$ cat config.mk
export PLATFORM = sky130hd
export DESIGN_NAME = uart_transmitter
export DESIGN_NICKNAME = d
export VERILOG_FILES = /design/src/rtl/uart_transmitter.sv
export SDC_FILE = /design/constraint.sdc
export NUM_CORES = 1
export LEC_CHECK = 0
export CORE_MARGIN = 5
export CORE_UTILIZATION = 30
export CTS_CLUSTER_SIZE = 20
export DETAILED_ROUTE_END_ITERATION = 10
export GPL_ROUTABILITY_DRIVEN = 0
export HOLD_SLACK_MARGIN = 0.05
export PLACE_DENSITY = 0.49
export SLEW_MARGIN = 20
export SYNTH_ARGS = -nofsm -noshare
export SYNTH_HDL_FRONTEND = slang
export SYNTH_SLANG_ARGS = --single-unit
export TNS_END_PERCENT = 10
$ cat constraint.sdc
create_clock -name uart_samplig_clk -period 4.7 [get_ports uart_samplig_clk]
set_clock_uncertainty 0.2 [all_clocks]
set_input_delay 0.94 -clock uart_samplig_clk [delete_from_list [all_inputs] [get_ports uart_samplig_clk]]
set_output_delay 0.94 -clock uart_samplig_clk [all_outputs]
set_load 0.05 [all_outputs]
$ cat src/rtl/uart_transmitter.sv
// 8N1 UART transmitter: valid/ready byte in, serial frame out on RsTx at OVERSAMPLE clocks per bit.
// Define UART_TX_PARITY_EN to insert an even-parity bit between the data bits and the stop bit(s).
module uart_transmitter #(
    parameter int OVERSAMPLE = 16,
    parameter int DATA_BITS  = 8,
    parameter int STOP_BITS  = 1
) (
    input  logic                 uart_samplig_clk,
    input  logic                 reset,
    input  logic                 valid,
    output logic                 ready,
    input  logic [DATA_BITS-1:0] send_data,
    output logic                 RsTx,
    output logic                 busy
);

    localparam int CW = $clog2(OVERSAMPLE);
    localparam int BW = $clog2(DATA_BITS);
    localparam logic [CW-1:0] CLK_LAST  = CW'(OVERSAMPLE - 1);
    localparam logic [BW-1:0] BIT_LAST  = BW'(DATA_BITS - 1);
    localparam logic [BW-1:0] STOP_LAST = BW'(STOP_BITS - 1);

    typedef enum logic [2:0] {
        S_IDLE,
        S_START,
        S_DATA,
`ifdef UART_TX_PARITY_EN
        S_PARITY,
`endif
        S_STOP
    } state_t;

    state_t                 r_state,   w_state_nxt;
    logic [CW-1:0]          r_clk_cnt, w_clk_nxt;
    logic [BW-1:0]          r_bit_cnt, w_bit_nxt;
    logic [DATA_BITS-1:0]   r_shift,   w_shift_nxt;
    logic                   r_tx,      w_tx_nxt;
    logic                   w_wrap;
`ifdef UART_TX_PARITY_EN
    logic                   r_par,     w_par_nxt;
`endif

    assign w_wrap = (r_clk_cnt == CLK_LAST);

    always_comb begin
        w_state_nxt = r_state;
        w_clk_nxt   = r_clk_cnt;
        w_bit_nxt   = r_bit_cnt;
        w_shift_nxt = r_shift;
        w_tx_nxt    = r_tx;
`ifdef UART_TX_PARITY_EN
        w_par_nxt   = r_par;
`endif
        case (r_state)
            S_IDLE: begin
                w_tx_nxt = 1'b1;
                if (valid) begin
                    w_shift_nxt = send_data;
                    w_clk_nxt   = '0;
                    w_bit_nxt   = '0;
                    w_tx_nxt    = 1'b0;
                    w_state_nxt = S_START;
`ifdef UART_TX_PARITY_EN
                    w_par_nxt   = ^send_data;
`endif
                end
            end
            S_START: begin
                if (w_wrap) begin
                    w_clk_nxt   = '0;
                    w_bit_nxt   = '0;
                    w_tx_nxt    = r_shift[0];
                    w_shift_nxt = {1'b0, r_shift[DATA_BITS-1:1]};
                    w_state_nxt = S_DATA;
                end else begin
                    w_clk_nxt = r_clk_cnt + 1'b1;
                end
            end
            S_DATA: begin
                if (w_wrap) begin
                    w_clk_nxt = '0;
                    if (r_bit_cnt == BIT_LAST) begin
                        w_bit_nxt = '0;
`ifdef UART_TX_PARITY_EN
                        w_tx_nxt    = r_par;
                        w_state_nxt = S_PARITY;
`else
                        w_tx_nxt    = 1'b1;
                        w_state_nxt = S_STOP;
`endif
                    end else begin
                        // shift register already holds the next bit in position 0
                        w_tx_nxt    = r_shift[0];
                        w_shift_nxt = {1'b0, r_shift[DATA_BITS-1:1]};
                        w_bit_nxt   = r_bit_cnt + 1'b1;
                    end
                end else begin
                    w_clk_nxt = r_clk_cnt + 1'b1;
                end
            end
`ifdef UART_TX_PARITY_EN
            S_PARITY: begin
                if (w_wrap) begin
                    w_clk_nxt   = '0;
                    w_bit_nxt   = '0;
                    w_tx_nxt    = 1'b1;
                    w_state_nxt = S_STOP;
                end else begin
                    w_clk_nxt = r_clk_cnt + 1'b1;
                end
            end
`endif
            S_STOP: begin
                if (w_wrap) begin
                    w_clk_nxt = '0;
                    // bit_cnt is reused to count stop bits
                    if (r_bit_cnt == STOP_LAST) begin
                        w_bit_nxt   = '0;
                        w_state_nxt = S_IDLE;
                    end else begin
                        w_bit_nxt = r_bit_cnt + 1'b1;
                    end
                end else begin
                    w_clk_nxt = r_clk_cnt + 1'b1;
                end
            end
            default: begin
                w_tx_nxt    = 1'b1;
                w_state_nxt = S_IDLE;
            end
        endcase
    end

    always_ff @(posedge uart_samplig_clk) begin
        if (reset) begin
            r_state   <= S_IDLE;
            r_clk_cnt <= '0;
            r_bit_cnt <= '0;
            r_shift   <= '0;
            r_tx      <= 1'b1;
`ifdef UART_TX_PARITY_EN
            r_par     <= 1'b0;
`endif
        end else begin
            r_state   <= w_state_nxt;
            r_clk_cnt <= w_clk_nxt;
            r_bit_cnt <= w_bit_nxt;
            r_shift   <= w_shift_nxt;
            r_tx      <= w_tx_nxt;
`ifdef UART_TX_PARITY_EN
            r_par     <= w_par_nxt;
`endif
        end
    end

    assign ready = (r_state == S_IDLE);
    assign busy  = ~ready;
    assign RsTx  = r_tx;

endmodule

; After elaboration in Yosys (flattened, before gate mapping)
; Cells that the tools add are included.
; W data, S select, Z words.
[totals]
ff_bits = 19
inputBits = 11
wordCells = 59
[classes]
n_addsub = 2
eq_ne = 12
n_mux = 27
n_bitwise = 2
n_reduce_logical = 11
[ops]
columns = operator, n
row1 = $mux W3, 12
row2 = $mux W8, 4
row3 = $pmux W3 S4, 2
row4 = $pmux W8 S3, 1
row5 = $ne A2 B2 Y1 const B, 7
row6 = $reduce_and A5 Y1, 2
row7 = $mux W4, 2
row8 = $pmux W4 S2, 1
row9 = $eq A3 B2 Y1 const B, 2
row10 = $logic_not A3 Y1, 2
row11 = $reduce_and A6 Y1, 1
row12 = $add A4 B1 Y4 const B, 1
row13 = $eq A4 B4 Y1 const B, 1
row14 = $mux W1, 4
row15 = $pmux W1 S4, 1
row16 = $reduce_bool A4 Y1, 1
row17 = $add A3 B1 Y3 const B, 1
row18 = $eq A3 B1 Y1 const B, 1
row19 = $eq A3 B3 Y1 const B, 1
row20 = $reduce_and A3 Y1, 1
row21 = $reduce_bool A3 Y1, 1
row22 = $reduce_or A3 Y1, 1
row23 = $not A1 Y1, 2
row24 = $reduce_and A2 Y1, 1
row25 = $reduce_bool A2 Y1, 1

; Logic depth before layout (Yosys ltp)
[logic_depth]
depth_word = 4
depth_mapped = 8
depth_no_buf = 6

; Worst setup path after synthesis
; OpenSTA, ideal clock, no wires.
[synth_path]
path_kind = reg2out
from = reg r_state[0]
to = out busy
arrival_ps = 1375
required_ps = 3560
path_slack_ps = 2185
stages_incl_launch_ff = 4
cell_sequence = dfxtp_1 -> inv_1 -> ha_1 -> inv_1
[synth_via]
elab_chain_cells = 2
[synth_lines]
columns = item, line
row1 = from (decl), 33  ; state_t r_state, w_state_nxt;
row2 = from (signal assigned), 145  ; r_state <= w_state_nxt;
row3 = $logic_not A3 Y1, 156  ; assign ready = (r_state == S_IDLE);
row4 = net ready, 11  ; output logic ready,
row5 = $not A1 Y1, 157  ; assign busy = ~ready;
row6 = to (decl), 14  ; output logic busy
; The timed path passes the listed nets, and every way through them passes these cells.

; Worst setup path after layout
[layout_path]
from = reg r_state[0]
to = out ready
[layout_via]
elab_chain_cells = 1
[layout_lines]
columns = item, line
row1 = $logic_not A3 Y1, 156
row2 = to (decl), 11
; Every way passes these cells.

==> results.md <==
- The largest total area in the synthesized netlist belongs to sky130_fd_sc_hd__dfxtp_1.
- Measured along the y axis, the die boundary spans roughly 70 um.
- The remaining number of nets flagged by the antenna check after routing is 0.
- The global-route total usage across every layer is 0.09615.
- The number of global-route vias before repair is roughly 860.
- The data required time at the worst endpoint is between 3000 and 4000 ps.
- The cell area after technology mapping is about 1100 um2.
- For this run, the number of Yosys warnings is 0.
- Adding up every negative setup slack in the final design gives 0 ps.
- In the routed layout, each cell is associated on average with a via count of 5.166.
- Setup repair after global routing left no endpoint under its margin.
- Synthesis inferred 18 register bits.
- The number of antenna diodes in the final layout is 0.
- The terminus of the critical flop-to-flop path is r_shift[4]$_SDFFE_PP0P_.
- The floorplan step defined a die boundary enclosing just under 5000 um2.
- Max-cap violations in this run came to 0.
- Counting distinct cell types in the post-synthesis netlist gives 40.
- The total CTS buffers is 3.
- The final count of negative-setup-slack endpoints is 0.
- After the last flow step, the layout net total stands at 150.
- The part of the total power dissipated in combinational logic is 0.590.
- The net count after synthesis is 138.
- Synthesis produced a netlist whose cell count is ~120.
- The class of the most critical setup path is register to output pin.
- Counting instances in the post-synthesis netlist gives the leading cell types as 18 x sky130_fd_sc_hd__dfxtp_1, 11 x sky130_fd_sc_hd__a21oi_1, 9 x sky130_fd_sc_hd__ha_1, 9 x sky130_fd_sc_hd__inv_1.
- The delay contributed by the slowest stage of the critical path is roughly 860 ps.
- The data arrival time of the critical path is a little under 2000 ps.
- The cell with the largest stage delay on the worst path is sky130_fd_sc_hd__clkdlybuf4s50_1.
- The clock network power share is 0.128.
- At the pin with the least slew margin, the transition time is between 1000 and 1500 ps.
- Derived from the worst setup path, the maximum achievable clock frequency is roughly 320 MHz.
- The routed layout has about 900 vias.
- The critical path launch point is r_state[0]$_SDFFE_PP0P_.
- The level count of the clock H-tree is 1.
- The reg-to-reg startpoint is r_clk_cnt[0]$_SDFFE_PP0P_.
- Pin placement for this block handled 14 I/O pins.
- Traced cell by cell, the critical path runs through inv_1, ha_1, clkdlybuf4s50_1.
- The fraction of final layout cells sized beyond drive strength 1 is 0.06977.
- For the worst flop-to-flop path, the logic depth is 5.
- The TritonCTS clock tree is built.
- The area share of the largest cell type after synthesis is 0.3376.
- IR analysis of the VDD net gives a maximum drop of ~250 uV.
- The startpoint identified for the worst hold timing path is RsTx$_SDFFE_PP1P_.
- The shortest clock period the worst path allows after layout is ~3100 ps.
- The placeable core area is between 3000 and 4000 um2.
- Buffers inserted to repair hold after CTS numbered 0.
- The horizontal die dimension is around 70 um.
- The share of flip-flops with an asynchronous set or reset after synthesis is 0.
- The buffer count from post-CTS setup fixing is 0.
- The clock latency on the worst-skew pair is ~300 ps.
- The initial antenna violation count was 0.
- The first detailed-routing pass took 4 iterations.
- The internal portion of total power is around 420 uW.
- The total power after layout is approximately 770 uW.
- Of the total power, the share spent switching nets is 0.4560.
- Along the worst hold path, the cell count comes to 1.
- The overall routed net length is approximately 2300 um.
- Dividing the detail-routed wire length by the instance count gives around 13 um.
- The run finished with clean final reports.
- In this run, synthesis inferred 0 flip-flops with an integrated enable.
- The dominant synthesized flop cell is sky130_fd_sc_hd__dfxtp_1.
- In this run, post-CTS repair resized a total of 0 instances.
- The cell with the most instances after synthesis is sky130_fd_sc_hd__dfxtp_1.
- The number of sinks driven by the clock tree is 18.
- Clock-pin slew was measured on the worst setup and hold paths at 120 ps.
- The first-iteration detailed-routing DRC count is 27.
- The static leakage power is approximately 0.00047 uW.
- Of the synthesized area, sequential elements account for 0.3376.
- The worst reg-to-reg setup slack is between 2000 and 2500 ps.
- The synthesized area divided by synthesized cell count is between 9 and 10 um2.
- The net switching power figure is 352.5 uW.
- The clock tree buffer depth is 2.
- The final hold violation count is 0.
- The part of the total power dissipated in sequential elements is 0.282.
- In this run the worst path has a maximum fanout of 8.
- Entering global routing, the biggest net connects 20 pins.
- The critical path endpoint category is an output pin.
- The total of buffers placed on input and output ports is 13.
- The startpoint kind of the worst setup timing path is a register.
- Global routing finished with a remaining overflow of 0.
- The worst hold path terminates at RsTx$_SDFFE_PP1P_.
- The number of DRC violations after detailed routing is 0.
- The clock root buffer is sky130_fd_sc_hd__clkbuf_4.
- Dividing the final minimum period by the clock period gives 0.6649.
- Sorting the synthesized cells by area gives the leading types as sky130_fd_sc_hd__dfxtp_1 34%, sky130_fd_sc_hd__ha_1 11%, sky130_fd_sc_hd__mux2i_1 6.6%.
- The estimated wirelength of the detail-placed design is between 1500 and 2000 um.
- The first global-routing pass estimated 3850 um of wire.
- The worst hold path belongs to the class register to register.
- Power spread over the standard cell area amounts to approximately 620 nW/um2.
- The max-slew headroom at the worst pin is 0.2975.
- The initial utilization of the core area, before any placement, comes to 0.3149.
- The signed area change from the synthesized netlist to the final layout is 17.47%.
- In this run the core area contains 21 standard-cell rows.
- The count of pins over their slew limit came to 0.
==> worst max-delay path by stage <==
| stage | endpoint | depth (start not counted) | slack, ps |
|---|---|---|---|
| CTS | ready | 3 | 1550 |
| detailed placement | r_shift[4]$_SDFFE_PP0P_ | 5 | 1840 |
| floorplan | busy | 3 | 2190 |
| global route | ready | 3 | 1470 |
| finish | ready | 3 | 1570 |
| global placement | r_shift[6]$_SDFFE_PP0P_ | 5 | 1900 |
==> layout by cell type (no fill, tap or decap), types with 2 or more instances in the layout <==
master / count
sky130_fd_sc_hd__nor2_1: 6
sky130_fd_sc_hd__o21ai_0: 7
sky130_fd_sc_hd__nand2b_1: 3
sky130_fd_sc_hd__nor2b_1: 3
sky130_fd_sc_hd__o31ai_1: 2
sky130_fd_sc_hd__clkbuf_4: 3
sky130_fd_sc_hd__a311oi_1: 7
sky130_fd_sc_hd__nor4_1: 2
sky130_fd_sc_hd__a21oi_1: 11
sky130_fd_sc_hd__o211ai_1: 2
sky130_fd_sc_hd__nor3_1: 2
sky130_fd_sc_hd__ha_1: 9
sky130_fd_sc_hd__clkdlybuf4s50_1: 13
sky130_fd_sc_hd__mux2i_1: 7
sky130_fd_sc_hd__inv_1: 9
sky130_fd_sc_hd__nand2_1: 3
sky130_fd_sc_hd__dfxtp_1: 18
==> power by group through the flow <==
| stage | registers [uW] | clock network [uW] | logic [uW] |
|---|---|---|---|
| global placement | 220 | 0 | 453 |
| global route | 225 | 109 | 507 |
| CTS | 218 | 103 | 460 |
| floorplan | 231 | 0 | 358 |
| finish | 218 | 99.0 | 456 |
| detailed placement | 222 | 0 | 457 |
==> stage by stage <==
step	util	instance area, um2	instances	hold WS (ps)	worst slack, ps
CTS	0.3699	1254	175	291.0	1554
floorplan	-	1067	118	253.8	2185
finish	0.3699	1254	175	287.4	1575
global route	0.3699	1254	175	322.0	1467
detailed placement	0.3592	1217	171	275.1	1836
global placement	0.3592	1217	171	266.8	1897
==> cells by family after synthesis <==
logic type	share of synthesized area
DFF	0.3376
adders and majority gates	0.1055
AOI/OAI and AO/OA	0.2532
muxes	0.07620
buffers and inverters	0.06682
and+or+nand+nor	0.1606
==> area by class of cell <==
cell class / count / area [um2]
multi-input combinational: 85 / 635.6
inverter: 9 / 33.78
clock buffer: 4 / 36.28
tap: 46 / 57.56
timing repair buffer: 13 / 130.1
fill: 348 / 2136
sequential: 18 / 360.3
==> registers in the layout, summed over array words and instances (netlist names) <==
| register | flops |
|---|---|
| RsTx | 1 |
| r_shift | 8 |
| r_state | 2 |
| r_clk_cnt | 4 |
| r_bit_cnt | 3 |
==> worst max-delay path: cells and delay by family, from the launching register on <==
kind	cells	cell delay, ps
buffers and inverters	2	990
flip-flops	1	350
adder cells (fa/ha/maj)	1	340
==> routing by layer <==
metal,track usage,routed length [um],up-vias
met1,0.1082,1061,421
li1,-,-,463
met3,0.03623,101,4
met4,0.02553,24,0
met2,0.1695,1088,16
met5,0,0,-
Power figures use the tool's default switching activity.
